## src/rtl/serial_adder_seq.sv

```systemverilog
// Bit-serial WIDTH-bit adder around full_adder_gate_level; SERIAL_ADD_SUB_EN adds a subtract mode.
// Start-to-done latency WIDTH+1 cycles; start is only honoured while ready, otherwise dropped.
module full_adder_gate_level (
  input  logic a,
  input  logic b,
  input  logic cin,
  output logic sum,
  output logic cout
);
  logic p;
  logic g;
  logic t;

  xor g_p   (p, a, b);
  xor g_sum (sum, p, cin);
  and g_g   (g, a, b);
  and g_t   (t, p, cin);
  or  g_co  (cout, g, t);
endmodule

module serial_adder_seq #(
  parameter int WIDTH = 8
) (
  input  logic             clk,
  input  logic             rst,
  input  logic             start,
  input  logic [WIDTH-1:0] a,
  input  logic [WIDTH-1:0] b,
  input  logic             cin,
`ifdef SERIAL_ADD_SUB_EN
  input  logic             sub,
`endif
  output logic             ready,
  output logic             busy,
  output logic             done,
  output logic [WIDTH-1:0] sum,
  output logic             cout,
  output logic             ovf
);
  localparam logic [1:0] S_IDLE  = 2'd0;
  localparam logic [1:0] S_SHIFT = 2'd1;
  localparam logic [1:0] S_DONE  = 2'd2;

  localparam int CW = (WIDTH > 1) ? $clog2(WIDTH) : 1;
  localparam logic [CW-1:0] LAST = CW'(WIDTH - 1);

  logic [1:0]       state;
  logic [WIDTH-1:0] a_sh;
  logic [WIDTH-1:0] b_sh;
  logic             carry;
  logic [CW-1:0]    cnt;
  logic [WIDTH-1:0] sum_r;
  logic             cout_r;
  logic             ovf_r;
  logic             fa_s;
  logic             fa_co;
  logic [WIDTH-1:0] b_load;
  logic             c_load;

  // Subtraction is a + ~b + 1, so only the B and carry load values change.
`ifdef SERIAL_ADD_SUB_EN
  assign b_load = sub ? ~b : b;
  assign c_load = sub ? 1'b1 : cin;
`else
  assign b_load = b;
  assign c_load = cin;
`endif

  full_adder_gate_level u_fa (
    .a    (a_sh[0]),
    .b    (b_sh[0]),
    .cin  (carry),
    .sum  (fa_s),
    .cout (fa_co)
  );

  always_ff @(posedge clk) begin
    if (rst) begin
      state  <= S_IDLE;
      a_sh   <= '0;
      b_sh   <= '0;
      carry  <= 1'b0;
      cnt    <= '0;
      sum_r  <= '0;
      cout_r <= 1'b0;
      ovf_r  <= 1'b0;
    end else begin
      case (state)
        S_IDLE: begin
          if (start) begin
            a_sh  <= a;
            b_sh  <= b_load;
            carry <= c_load;
            cnt   <= '0;
            state <= S_SHIFT;
          end
        end
        S_SHIFT: begin
          sum_r  <= {fa_s, sum_r[WIDTH-1:1]};
          a_sh   <= a_sh >> 1;
          b_sh   <= b_sh >> 1;
          carry  <= fa_co;
          cout_r <= fa_co;
          cnt    <= cnt + 1'b1;
          if (cnt == LAST) begin
            // carry flop holds the carry into the MSB on this last bit
            ovf_r <= carry ^ fa_co;
            state <= S_DONE;
          end
        end
        S_DONE:  state <= S_IDLE;
        default: state <= S_IDLE;
      endcase
    end
  end

  assign ready = (state == S_IDLE);
  assign busy  = (state == S_SHIFT);
  assign done  = (state == S_DONE);
  assign sum   = sum_r;
  assign cout  = cout_r;
  assign ovf   = ovf_r;
endmodule
```

## config.mk

```make
export PLATFORM = sky130hd
export DESIGN_NAME = serial_adder_seq
export DESIGN_NICKNAME = d
export VERILOG_FILES = /design/src/rtl/serial_adder_seq.sv
export SDC_FILE = /design/constraint.sdc
export NUM_CORES = 1
export LEC_CHECK = 0
export CORE_AREA = 4 4 44 75
export DETAILED_ROUTE_END_ITERATION = 10
export DIE_AREA = 0 0 48 79
export GPL_TIMING_DRIVEN = 0
export HOLD_SLACK_MARGIN = 0.1
export PLACE_DENSITY_LB_ADDON = 0.15
export SETUP_SLACK_MARGIN = 0.15
export SLEW_MARGIN = 20
export SYNTH_ARGS = -nofsm -noshare
export SYNTH_HDL_FRONTEND = slang
export SYNTH_SLANG_ARGS = --single-unit
```

## constraint.sdc

```tcl
create_clock -name clk -period 3.3 [get_ports clk]
set_input_delay 0.495 -clock clk [delete_from_list [all_inputs] [get_ports clk]]
set_output_delay 0.495 -clock clk [all_outputs]
set_load 0.005 [all_outputs]
```

==> qor.txt <==
Status: finished, final reports clean
WP depth: 6
GPL Wtd Cong: 0.795
Met2 wire length: 1.65 mm
H-Tree Depth: 2
Gate Count Post-Synth: 159
Total gr overflow: 0
Power Dens Cells: 477 nW/um2
Clock transition at path regs: 60 ps
Minimum clock period: 2350 ps
Synthesis-to-layout area growth: 33.7%
# Post-CTS Setup Buffers: 0
Core ar.: 2690 um2
Post-synth top area cell: dfxtp_1
Max layer used: met4
CTS Buf Count: 5
Initial antenna violation count: 0
All-Layer GR Usage: 0.183
Vias in the first global route: 1,160
Max-cap violations: 0
Yosys top cell area share: 0.486
Port buffer count: 32
Sequential share of the synthesized area: 0.486
Fin. max-slew vios: 0
Layout cells sized above 1: 0.0955
Cell mode on critical path: buf_2
CTS tree: built
Setup-failing EPs final: 0
Least-Margin Pin Slew: 478 ps
Avg Cell Area, Syn: 8.29 um2
DP HPWL: 2.28 mm
Ant. Diodes: 0
Starting Density: 0.490
Drt drc: 0
Layout Nets: 221
Die Y: 79 um
Distinct cells, synth: 28
Post-CTS Resized: 0
Largest cells by area after synthesis: dfxtp_1, nor2_1, nor4_1
Synth Warn #: 0
Kind of critical path: flop to primary output
Crit share post-route: 0.713
CTS root buffer: clkbuf_8
Delay-heaviest family, CP: buffers and inverters
Fin. Hold Viols: 0
Fin cells: 226
First-pass GRT wire length: 4.89 mm
Pleak: 0.704 nW
Unrepaired setup endpoints after global routing: false
R2R depth: 5
Die area: 3790 um2
CP arrival: 1860 ps
TritonRoute pass-1 iters: 4
Vias per inst: 5.36
Die W: 48 um
Max incr delay on CP: 530 ps
TNS Setup: 0 ps
Fmax: 425 MHz
Clk_lat worst skew: 280 ps
Maximum ir drop on the vdd rail: 0.466 mV
WL met1: 1.06 mm
CP max-delay cell: clkdlybuf4s50_1
Worst Path Required: 2800 ps
Antenna-violating nets left: 0
CP Buf/Inv Count: 5
Cell Chain, Critical Path: buf_4, nand2b_1, buf_2, inv_2, buf_2, clkdlybuf4s50_1
Final WL: 2.94 mm
Met3 WL post-DR: 148 um
CTS max path bufs: 2
CTS Sinks: 32
Row cnt: 25
Max FO, Critical Path: 10
Routed WL per cell: 13.0 um
Post-CTS Hold Buffers: 0
DRT iter0 DRCs: 26
CP Capture Type: primary output
Clk_skew: 6.23 ps
Syn Std Cell Area: 1320 um2
Via count: 1,211
Fillers: 249
Placed instance count: 218
Io pins: 33
Worst hold path type: flop to flop
Pin count of the biggest net entering global routing: 11
Worst Hold Depth: 2
Synth Register Bits: 32
Slew HR: 0.681
Startpoint Class: flop
Syn nets: 182
## cell type report
class / instances / area (um2) / share of cell area
multi-input cells: 112 / 593 / 0.336
well taps: 27 / 33.8 / 0.0192
plain buffers: 12 / 73.8 / 0.0419
inverters: 3 / 11.3 / 0.00639
repair buffers: 32 / 320 / 0.182
flip-flops and latches: 32 / 641 / 0.363
clock buffers: 8 / 90.1 / 0.0511
## state kept, by name (all words and copies together), names as in the netlist
name   flops
carry      1
b_sh       8
state      2
ovf        1
a_sh       8
cnt        3
cout       1
sum        8
## final timing paths
kind	from	to	slack (ps)
max	state[0]	busy	950
max reg2reg	state[1]	b_sh[5]	1930
min	cout	cout	450
min reg2reg	cout	cout	450
## worst min-delay path, stage by stage (launching register included)
cell and delay [ps]:
dfxtp_1 310, nand2_1 50, a21oi_1 50
## logic make-up (layout without fill, tap and decap cells)
group	count (synthesis)	count (layout)	synth area share
and+or+nand+nor	84	84	0.281
DFF	32	32	0.486
AOI/OAI and AO/OA	21	21	0.105
buffers and inverters	15	55	0.0645
adders and majority gates	3	3	0.0342
muxes	3	3	0.0228
xor gates and xnor gates	1	1	0.00664
## stage by stage
step	util	hold slack (ps)	worst slack (ps)	cell area, um2	total power, mW
2_1_floorplan	-	444	1900	1320	0.498
3_3_place_gp	0.622	443	1280	1670	0.544
3_5_place_dp	0.622	447	1240	1670	0.549
4_1_cts	0.655	456	917	1760	0.855
5_1_grt	0.655	470	828	1760	0.889
6_report	0.655	454	946	1760	0.842
## cell usage in the layout, fill, tap and decap left out, drive strengths merged, types with 3 or more instances in the layout
master	count
dfxtp	32
a21oi	11
buf	9
nor4	13
mux2i	3
clkdlybuf4s50	32
nand2	18
inv	3
clkbuf	11
a211oi	3
nor2	47
## report_power, final
group / internal (mW) / leakage, nW / total, mW / switching, mW
clock network: 0.170 / 0.0455 / 0.302 / 0.132
registers: 0.409 / 0.263 / 0.422 / 0.0129
logic: 0.0612 / 0.396 / 0.118 / 0.0564
## routing by layer
layer	vias to the layer above	global-route usage
met5	-	0
met3	8	0.0408
met1	565	0.180
met4	0	0.113
met2	30	0.318
li1	608	-
## cell usage after synthesis
cell type / instances
nor2_1: 46
dfxtp_1: 32
nand2_1: 18
nor4_1: 13
a21oi_1: 11
buf_2: 5
a211oi_1: 3
clkbuf_1: 3
mux2i_1: 3
a22oi_1: 2
buf_4: 2
buf_6: 2
ha_1: 2
inv_1: 2
nor3_1: 2
a2bb2oi_2: 1
a311oi_1: 1
fa_1: 1
inv_2: 1
nand2b_1: 1
nor2_2: 1
nor2b_1: 1
o21ai_0: 1
o21ba_2: 1
o21bai_1: 1
or3b_1: 1
or4bb_1: 1
xnor2_1: 1
(Power assumes the default switching activity.)
